### src/rtl/btn_sel_ctrl_if.sv
// Button inputs and select/enable outputs of the push-button select controller.
// The board/stimulus side drives buttons (master); the controller consumes them (slave).
interface btn_sel_ctrl_if;
  logic       btnU;
  logic       btnD;
  logic       btnL;
  logic       btnR;
  logic       btnC;
  logic [1:0] mux_sel;
  logic [1:0] demux_sel;
  logic       enable;
  logic [4:0] press;

  modport master (
    output btnU, btnD, btnL, btnR, btnC,
    input  mux_sel, demux_sel, enable, press
  );

  modport slave (
    input  btnU, btnD, btnL, btnR, btnC,
    output mux_sel, demux_sel, enable, press
  );
endinterface

### src/rtl/btn_sel_ctrl.sv
// Five-button controller: synchronise, debounce and edge-detect each button, then
// step the mux/demux selects and toggle the path enable on each registered press.
module btn_sel_ctrl #(
  parameter int DEBOUNCE_CYCLES = 1000000
) (
  input  logic           clk,
  input  logic           rst,
  btn_sel_ctrl_if.slave  bus
);

  localparam int NUM_BTN = 5;
  localparam int CNT_W   = (DEBOUNCE_CYCLES > 2) ? $clog2(DEBOUNCE_CYCLES) : 1;
  localparam logic [CNT_W-1:0] CNT_MAX = CNT_W'(DEBOUNCE_CYCLES - 1);

  localparam int BTN_U = 0;
  localparam int BTN_D = 1;
  localparam int BTN_L = 2;
  localparam int BTN_R = 3;
  localparam int BTN_C = 4;

  logic [NUM_BTN-1:0] btn_raw;
  logic [NUM_BTN-1:0] sync1_reg;
  logic [NUM_BTN-1:0] sync2_reg;
  logic [NUM_BTN-1:0] deb_vec;
  logic [NUM_BTN-1:0] deb_prev_reg;
  logic [NUM_BTN-1:0] press_next;
  logic [NUM_BTN-1:0] press_reg;

  logic [1:0] mux_sel_reg;
  logic [1:0] mux_sel_next;
  logic [1:0] demux_sel_reg;
  logic [1:0] demux_sel_next;
  logic       enable_reg;
  logic       enable_next;

  assign btn_raw = {bus.btnC, bus.btnR, bus.btnL, bus.btnD, bus.btnU};

  // Two-flop synchroniser; nothing downstream ever sees the raw pins.
  always_ff @(posedge clk) begin
    if (rst) begin
      sync1_reg <= '0;
      sync2_reg <= '0;
    end else begin
      sync1_reg <= btn_raw;
      sync2_reg <= sync1_reg;
    end
  end

  // One independent debouncer per button. Any cycle where the synchronised level
  // agrees with the debounced state restarts the count, so short bounces are ignored.
  genvar gi;
  generate
    for (gi = 0; gi < NUM_BTN; gi++) begin : g_lane
      logic             deb_reg;
      logic [CNT_W-1:0] cnt_reg;

      always_ff @(posedge clk) begin
        if (rst) begin
          deb_reg <= 1'b0;
          cnt_reg <= '0;
        end else if (sync2_reg[gi] == deb_reg) begin
          cnt_reg <= '0;
        end else if (cnt_reg == CNT_MAX) begin
          deb_reg <= sync2_reg[gi];
          cnt_reg <= '0;
        end else begin
          cnt_reg <= cnt_reg + CNT_W'(1);
        end
      end

      assign deb_vec[gi] = deb_reg;
    end
  endgenerate

  // Rising edge of the debounced state only; releases are deliberately ignored.
  assign press_next = deb_vec & ~deb_prev_reg;

  always_comb begin
    mux_sel_next   = mux_sel_reg;
    demux_sel_next = demux_sel_reg;
    enable_next    = enable_reg;

    // Opposing presses in the same cycle cancel rather than picking a winner.
    if (press_next[BTN_U] && !press_next[BTN_L]) begin
      mux_sel_next = mux_sel_reg + 2'd1;
    end else if (press_next[BTN_L] && !press_next[BTN_U]) begin
      mux_sel_next = mux_sel_reg - 2'd1;
    end

    if (press_next[BTN_R] && !press_next[BTN_D]) begin
      demux_sel_next = demux_sel_reg + 2'd1;
    end else if (press_next[BTN_D] && !press_next[BTN_R]) begin
      demux_sel_next = demux_sel_reg - 2'd1;
    end

    if (press_next[BTN_C]) begin
      enable_next = ~enable_reg;
    end
  end

  // Press pulses and the state they act on are registered on the same edge.
  always_ff @(posedge clk) begin
    if (rst) begin
      deb_prev_reg  <= '0;
      press_reg     <= '0;
      mux_sel_reg   <= 2'b00;
      demux_sel_reg <= 2'b00;
      enable_reg    <= 1'b1;
    end else begin
      deb_prev_reg  <= deb_vec;
      press_reg     <= press_next;
      mux_sel_reg   <= mux_sel_next;
      demux_sel_reg <= demux_sel_next;
      enable_reg    <= enable_next;
    end
  end

  assign bus.mux_sel   = mux_sel_reg;
  assign bus.demux_sel = demux_sel_reg;
  assign bus.enable    = enable_reg;
  assign bus.press     = press_reg;

endmodule

### src/flat_wrapper.sv
// flat-port wrapper written by rule: the top's interface ports become plain ports
module btn_sel_ctrl_flat 
#(
  parameter int DEBOUNCE_CYCLES = 1000000
)
  (clk, rst, bus_btnU, bus_btnD, bus_btnL, bus_btnR, bus_btnC, bus_mux_sel, bus_demux_sel, bus_enable, bus_press);
  btn_sel_ctrl_if bus_i ();
  input  logic clk;
  input  logic rst;
  input wire logic [$bits(bus_i.btnU)-1:0] bus_btnU;
  input wire logic [$bits(bus_i.btnD)-1:0] bus_btnD;
  input wire logic [$bits(bus_i.btnL)-1:0] bus_btnL;
  input wire logic [$bits(bus_i.btnR)-1:0] bus_btnR;
  input wire logic [$bits(bus_i.btnC)-1:0] bus_btnC;
  output wire logic [$bits(bus_i.mux_sel)-1:0] bus_mux_sel;
  output wire logic [$bits(bus_i.demux_sel)-1:0] bus_demux_sel;
  output wire logic [$bits(bus_i.enable)-1:0] bus_enable;
  output wire logic [$bits(bus_i.press)-1:0] bus_press;
  assign bus_i.btnU = bus_btnU;
  assign bus_i.btnD = bus_btnD;
  assign bus_i.btnL = bus_btnL;
  assign bus_i.btnR = bus_btnR;
  assign bus_i.btnC = bus_btnC;
  assign bus_mux_sel = bus_i.mux_sel;
  assign bus_demux_sel = bus_i.demux_sel;
  assign bus_enable = bus_i.enable;
  assign bus_press = bus_i.press;
  btn_sel_ctrl #(.DEBOUNCE_CYCLES(DEBOUNCE_CYCLES)) u_core (.clk(clk), .rst(rst), .bus(bus_i));
endmodule
### config.mk
export PLATFORM = sky130hd
export DESIGN_NAME = btn_sel_ctrl_flat
export DESIGN_NICKNAME = d
export VERILOG_FILES = /design/src/rtl/btn_sel_ctrl_if.sv /design/src/rtl/btn_sel_ctrl.sv /design/src/flat_wrapper.sv
export SDC_FILE = /design/constraint.sdc
export NUM_CORES = 1
export LEC_CHECK = 0
export CAP_MARGIN = 25
export CELL_PAD_IN_SITES_DETAIL_PLACEMENT = 1
export CELL_PAD_IN_SITES_GLOBAL_PLACEMENT = 2
export CORE_ASPECT_RATIO = 0.75
export CORE_MARGIN = 5
export CORE_UTILIZATION = 41
export DETAILED_ROUTE_END_ITERATION = 8
export GPL_TIMING_DRIVEN = 0
export PLACE_DENSITY = 0.91
export RECOVER_POWER = 50
export SYNTH_ARGS = -nofsm -noshare
export SYNTH_HDL_FRONTEND = slang
export SYNTH_SLANG_ARGS = --single-unit
### constraint.sdc
create_clock -name clk -period 6.1 [get_ports clk]
set_input_delay 0.61 -clock clk [delete_from_list [all_inputs] [get_ports clk]]
set_output_delay 0.61 -clock clk [all_outputs]
set_load 0.005 [all_outputs]
=== After elaboration in Yosys (flattened, before gate mapping) ===
Index checks and enable logic that the tools add are counted.

* Output and inout port bits: 10
* Bits in registers: 130

* Eq/ne operators: 10
* Multiplexer cells: 4
* Reduce and logical (&&, ||, !) cells: 20
* Add/subtract/negate cells: 9
* Bitwise operators: 8

{| class="wikitable"
|+ Operators with widths
! cell !! number
|-
| $add A20 B1 Y20 const B || 5
|-
| $eq A20 B20 Y1 const B || 5
|-
| $reduce_or A3 Y1 || 5
|-
| $reduce_and A2 Y1 || 5
|-
| $mux W2 || 4
|-
| $not A1 Y1 || 6
|-
| $and A5 B5 Y5 || 1
|-
| $eq A1 B1 Y1 || 5
|-
| $not A5 Y5 || 1
|-
| $add A2 B1 Y2 const B || 2
|-
| $logic_and A1 B1 Y1 || 4
|-
| $logic_not A1 Y1 || 4
|-
| $reduce_bool A2 Y1 || 2
|-
| $sub A2 B1 Y2 const B || 2
|}

=== Depth between registers and ports, before layout ===
Gate-level depths: netlist of run 1.

* Depth in word-level cells: 6
* Mapped depth: 7

=== Worst setup path after synthesis of run 1 ===
No wires, ideal clock.

* Kind: flip-flop to flip-flop
* From: reg u_core.g_lane[2].cnt_reg[8]
* To: reg u_core.g_lane[2].cnt_reg[10]
* Period minus slack after synthesis: 1.956 ns
* Setup slack: 4.144 ns
* Required time: 5.985 ns
* Data arrival time: 1.841 ns
* Cell stages (with the launch flop): 6
* Cell sequence: dfxtp_1 > or4b_1 > or4_4 > o21ai_4 > buf_6 > nor2_1

* Cells in the longest elaborated chain, start to end: 2
* Elaborated cells between the ends (all ways): 3
* Classes of those cells: add/sub (1); eq/ne (1); reduce/logical (1)

{| class="wikitable"
|+ Ends and longest elaborated chain
! element !! line !! source
|-
| start, declared || btn_sel_ctrl.sv:55 || <nowiki>logic [CNT_W-1:0] cnt_reg;</nowiki>
|-
| start signal, assigned || btn_sel_ctrl.sv:67 || <nowiki>cnt_reg <= cnt_reg + CNT_W'(1);</nowiki>
|-
| branches (longest 2 deep; another with $add A20 B1 Y20) || -- ||
|}

Several ways; the timed one is not identified.
A chain may end at the register's enable or synchronous reset.

=== Worst setup path after layout of run 1 ===
* From: reg u_core.g_lane[4].cnt_reg[12]
* To: reg u_core.g_lane[4].cnt_reg[6]

* Cells in the longest elaborated chain, start to end: 2

{| class="wikitable"
|+ Ends and longest elaborated chain
! element !! line !! source
|-
| start, declared || btn_sel_ctrl.sv:55 ||
|-
| start signal, assigned || btn_sel_ctrl.sv:67 ||
|-
| $eq A20 B20 Y1 || btn_sel_ctrl.sv:63 || <nowiki>end else if (cnt_reg == CNT_MAX) begin</nowiki>
|-
| $reduce_or A3 Y1 (no source line) || -- ||
|}

No other way between the ends.

==> results of run 1 <==
[logic make-up after synthesis]
group,count (synthesis),share of synthesized area
AOI/OAI and AO/OA,79,0.0844
xor gates and xnor gates,70,0.110
adders and majority gates,7,0.0157
buffers and inverters,49,0.0372
DFF,130,0.467
and+or+nand+nor,295,0.286
[layout by cell type, fill, tap and decap left out, types with 21 or more instances in the layout]
cell     synthesis  final
xor2_1          25     25
nand3_1         37     37
nor2b_1         21     21
inv_1           28     28
nand2_1         27     27
o21ai_0         24     28
or4_1           23     25
nor2_1          82     82
dfxtp_1        130    130
xnor2_1         45     45
or3_1           27     27
a21oi_1         36     36
[critical path: stages, from the launching register on]
cell	delay [ns]
dfxtp_1	0.34
or4b_2	0.67
or4_1	0.48
o21ai_0	1.00
buf_6	0.25
nor2_1	0.06
[layer usage]
metal,vias up,track usage
met2,35,0.285
li1,2260,-
met5,-,0
met4,0,0.0373
met1,2189,0.223
met3,8,0.0552
[cell type report]
type                    count  area [µm²]  share of cell area
repair buffers             15         150              0.0230
flip-flops and latches    130        2600               0.399
clock buffers              18         439              0.0674
plain buffers              21         100              0.0154
well taps                 171         214              0.0328
multi-input cells         451        2730               0.418
inverters                  28         105              0.0161
clock inverters            14         180              0.0276
[path summary, 6_finish.rpt]
check                                    start                           to  slack [ns]  cells past startpoint
hold / removal             u_core.sync1_reg[3]          u_core.sync2_reg[3]        0.43                      1
setup / recovery  u_core.g_lane[4].cnt_reg[12]  u_core.g_lane[4].cnt_reg[6]        3.18                      5
hold reg to reg            u_core.sync1_reg[3]          u_core.sync2_reg[3]        0.43                      1
setup reg to reg  u_core.g_lane[4].cnt_reg[12]  u_core.g_lane[4].cnt_reg[6]        3.18                      5
[through the flow]
step	std cells	hold slack, ns	utilization	instance area [µm²]
2_1_floorplan	630	0.392	-	5580
3_3_place_gp	816	0.411	0.452	5940
6_report	848	0.433	0.495	6520
4_1_cts	848	0.438	0.499	6560
3_5_place_dp	816	0.415	0.452	5940
5_1_grt	848	0.456	0.495	6520
[power breakdown]
part	internal, mW	leakage, nW	switching (mW)
clock network	0.658	0.286	0.402
registers	0.853	1.05	0.00266
logic	0.00807	0.632	0.0139
total	1.52	1.97	0.419
==> metrics.md, run 1 <==
| Metric | Value |
|---|---|
| Layout Nets | 678 |
| Worst IR drop on VDD | 0.000175 V |
| Largest register FFs | 100 |
| Post-Synthesis Cells | 630 |
| Cell Rows | 36 |
| Die width | 145 µm |
| Synth warnings | 0 |
| Inserted Diodes | 0 |
| Setup bufs post-CTS | 0 |
| Vias/cell | 5.30 |
| Max-cap violations | 0 |
| Final ANT Viol Nets | 0 |
| Post-synth top cells | dfxtp_1, nor2_1, xnor2_1, nand3_1, a21oi_1 |
| Period utilization | 0.479 |
| Minimum clock period | 2.92 ns |
| Share of the synthesized area in the top cell type | 0.467 |
| Critical Path AT | 3.23 ns |
| Crit path launch type | flip-flop |
| Pin count of the biggest net entering global routing | 17 |
| Wire length on met1 | 6230 µm |
| RSZ-0062 raised after global routing | false |
| Cts repair resizes | 0 |
| DR iter-0 viols | 171 |
| Hold violation count in the final report | 0 |
| # port buffers | 15 |
| Die Y | 111 µm |
| CTS tree | yes |
| Fill cells | 1557 |
| Sequential area share after synthesis | 0.467 |
| Hold buffers post-CTS | 0 |
| Max-slew headroom | 0.147 |
| Lkg Pwr | 1.97 nW |
| Clock tree buffer depth | 2 |
| Initial antenna violation count | 0 |
| Highest Signal Layer | met4 |
| Status | complete, no violations |
| Critical path class | flip-flop to flip-flop |
| Distinct cells, synth | 39 |
| WL final | 12800 µm |
| Layout cells sized above 1 | 0.0724 |
| Slew @ Worst Pin | 1.27 ns |
| CP endpoint kind | flip-flop |
| Post-route setup TNS | 0 ns |
| PnR worst setup slack | 3.18 ns |
| Clk pin slew, worst setup/hold paths | 0.06 ns |
| Setup-failing EPs final | 0 |
| Met3 WL | 371 µm |
| Number of global-route vias before repair | 4785 |
| Initial Utilization | 0.424 |
| Hold/Removal Path Class | flip-flop to flip-flop |
| H-tree depth | 4 |
| GRT Total Usage | 0.173 |
| EDFF count, synth | 0 |
| Synth area leaders | dfxtp_1, xnor2_1, nor2_1 |
| Vias | 4492 |
| First-pass GRT wire length | 22700 µm |
| Worst slack, placed | 3.91 ns |
| Mapped cell area | 0.00558 mm² |
| Synth Flop Type | dfxtp_1 |
| Core Area | 0.0132 mm² |
| Worst Skew | 0.00754 ns |
| P&R area growth vs syn | 16.8% |
| Overall power | 1.94 mW |
| Max Clk Rate | 342 MHz |
| Num CTS Buffers | 17 |
| Placer Congestion | 0.794 |
| Pwr dens | 297 mW/mm² |
| DR WL/cell | 15.1 µm |
| Clock root cell | clkbuf_16 |
| Synth Net Count | 644 |
| DRT Pass-1 Iters | 4 |
| Critical Path RT | 6.41 ns |
| Post-detail-place hpwl | 8970 µm |
| Slew Viols, Final | 0 |
| Synth Register Bits | 130 |
| I/O pins | 17 |
| GRT overflow | 0 |
| Met2 wire length | 6060 µm |
| Die area | 0.0161 mm² |
| CP Max Fanout | 10 |
| Syn Area/Cell | 8.85 µm² |
| Clock latency on the worst-skew pair | 0.42 ns |
| Asr flop ratio synth | 0 |
| Residual DRC count | 0 |
| # clock sinks | 130 |
| Most frequent cell after synthesis | dfxtp_1 |
| Area leader, netlist | dfxtp_1 |
(Power assumes the default switching activity.)
==> run 2: changes to the inputs <==
- CORE_UTILIZATION: 41 -> 35
- PLACE_DENSITY: 0.91 -> 0.84
- clock period: 6.1 -> 2.5 ns (I/O delays scaled with it)
==> run 2 against run 1 <==
Compared with the run above: global-route usage decreased by 2.6 points; largest power group unchanged; critical endpoint is now u_core.g_lane[4].cnt_reg[9]; clock-buffer cell count rose by 10; via count grew 0.91%; clock skew decreased by 0.00053 ns; die area is 16% higher; largest cell class unchanged; highest routed layer unchanged; setup slack worse by 3.0 ns; combinational power rose by 150%.
==> metrics.md, run 2 (synthesis gave the netlist of run 1 again) <==
| Metric | Value |
|---|---|
| Status | complete, no violations |
| Layout cells sized above 1 | 0.0695 |
| Cts repair resizes | 0 |
| Commonest non-fill, non-tap cell in the layout | dfxtp_1 |
| Worst Hold Path Cells | 2 |
| Inserted Diodes | 0 |
| Hold buffers post-CTS | 0 |
| Worst slack, placed | 0.306 ns |
| Post-route setup TNS | 0 ns |
| Lkg Pwr | 1.97 nW |
| Residual DRC count | 0 |
| Hold violation count in the final report | 0 |
| # port buffers | 15 |
| GRT Total Usage | 0.147 |
| Number of global-route vias before repair | 4646 |
| Vias/cell | 5.12 |
| Layout Nets | 678 |
| GRT overflow | 0 |
| FF-to-FF End | u_core.g_lane[4].cnt_reg[9] |
| Num CTS Buffers | 17 |
| Initial antenna violation count | 0 |
| P&R area growth vs syn | 17.7% |
| Hold/Removal Path Class | primary input to flip-flop |
| CTS tree | yes |
| Clock share of power | 0.538 |
| Critical path class | flip-flop to flip-flop |
| H-tree depth | 4 |
| WL final | 13100 µm |
| Min-delay src | rst |
| Fill cells | 1892 |
| Setup bufs post-CTS | 0 |
| Overall power | 4.64 mW |
| CP Max Fanout | 10 |
| Setup-failing EPs final | 0 |
| Vias | 4533 |
| Cell Rows | 40 |
| NetSw | 0.913 mW |
| Most frequent cells in the layout | dfxtp_1, nor2_1, xnor2_1 |
| First-pass GRT wire length | 22300 µm |
| Worst Skew | 0.00701 ns |
| Post-detail-place hpwl | 9200 µm |
| Placed inst area | 0.00599 mm² |
| Slew @ Worst Pin | 0.627 ns |
| Clock root cell | clkbuf_16 |
| Die area | 0.0186 mm² |
| Clk pin slew, worst setup/hold paths | 0.06 ns |
| Pin count of the biggest net entering global routing | 17 |
| Fin Hold WS | 0.320 ns |
| Fin cells | 886 |
| Final core utilization | 0.415 |
| Hold EP | u_core.sync1_reg[0] |
| CP endpoint kind | flip-flop |
| Die width | 156 µm |
| Register share of total power | 0.451 |
| Post-Layout Inst Area | 0.00656 mm² |
| DR iter-0 viols | 167 |
| Pwr dens | 707 mW/mm² |
| Worst IR drop on VDD | 0.000345 V |
| Minimum clock period | 2.32 ns |
| Critical Path AT | 2.64 ns |
| Register Area | 0.00260 mm² |
| FF-to-FF Start | u_core.g_lane[4].cnt_reg[12] |
| Final ANT Viol Nets | 0 |
| R2R setup slack | 0.18 ns |
| PnR worst setup slack | 0.176 ns |
| Placed cell count | 855 |
| Max Clk Rate | 430 MHz |
| Placer Congestion | 0.770 |
| Max-slew headroom | 0.582 |
| Internal Dissipation | 3.73 mW |
| Die Y | 119 µm |
| Multi-input gate area | 0.00275 mm² |
| Switching Share | 0.197 |
| # clock sinks | 130 |
| Critical Path RT | 2.81 ns |
| Max-cap violations | 0 |
| Slew Viols, Final | 0 |
| R2r worst-path depth | 5 |
| DR WL/cell | 14.8 µm |
| Largest register FFs | 100 |
| Clock tree buffer depth | 2 |
| Crit path launch type | flip-flop |
| RSZ-0062 raised after global routing | false |
| Initial Utilization | 0.353 |
| I/O pins | 17 |
| Core Area | 0.0158 mm² |
| Logic pwr share | 0.012 |
| Clock latency on the worst-skew pair | 0.42 ns |
| DRT Pass-1 Iters | 4 |
| Period utilization | 0.929 |
## run 2: cell types whose count changed in the layout (fill, tap and decap cells not counted), moves of 2 or more
cell and delta:
o21ai_2 +2, o21ai_0 -3, inv_6 -3, clkbuf_1 +5
clkinv_4 -3, clkinvlp_4 -4, clkbuf_8 +5
## run 2: cell type report
class                   count  share of cell area
plain buffers              21              0.0153
clock buffers              28              0.0803
clock inverters             3              0.0103
inverters                  28              0.0160
multi-input cells         451               0.419
flip-flops and latches    130               0.397
well taps                 210              0.0400
repair buffers             15              0.0229
## run 2: how the worst max path moves through the flow
stage / endpoint / slack (ns) / from
after CTS: u_core.g_lane[4].cnt_reg[18] / 0.27 / u_core.g_lane[4].cnt_reg[0]
after global routing: u_core.g_lane[0].cnt_reg[10] / 0.06 / u_core.g_lane[0].cnt_reg[13]
final: u_core.g_lane[4].cnt_reg[9] / 0.18 / u_core.g_lane[4].cnt_reg[12]
after floorplan: u_core.g_lane[2].cnt_reg[11] / 0.54 / u_core.g_lane[2].cnt_reg[8]
after global placement: u_core.g_lane[3].cnt_reg[13] / 0.34 / u_core.g_lane[3].cnt_reg[11]
after detailed placement: u_core.g_lane[4].cnt_reg[18] / 0.31 / u_core.g_lane[4].cnt_reg[0]
## run 2: routing by layer
layer  vias to the layer above  global-route usage  share of wire
met5                         -                   0              0
met4                         0              0.0426         0.0098
met3                        12              0.0458          0.029
met2                        42               0.240           0.48
met1                      2214               0.187           0.48
li1                       2265                   -              -
## run 2: power by group through the flow
stage	Combinational, mW	Clock, mW	Sequential (mW)
2_1_floorplan	0.0337	0	2.13
3_3_place_gp	0.0550	0	2.13
3_5_place_dp	0.0563	0	2.13
4_1_cts	0.0569	2.55	2.09
5_1_grt	0.0603	2.65	2.09
6_report	0.0542	2.49	2.09
## run 2: worst max-delay path, stage by stage, from the launching register on
cell and delay (ns):
dfxtp_1 0.34, or4b_2 0.68, or4_1 0.49, o21ai_2 0.42
buf_6 0.21, nor2_1 0.06
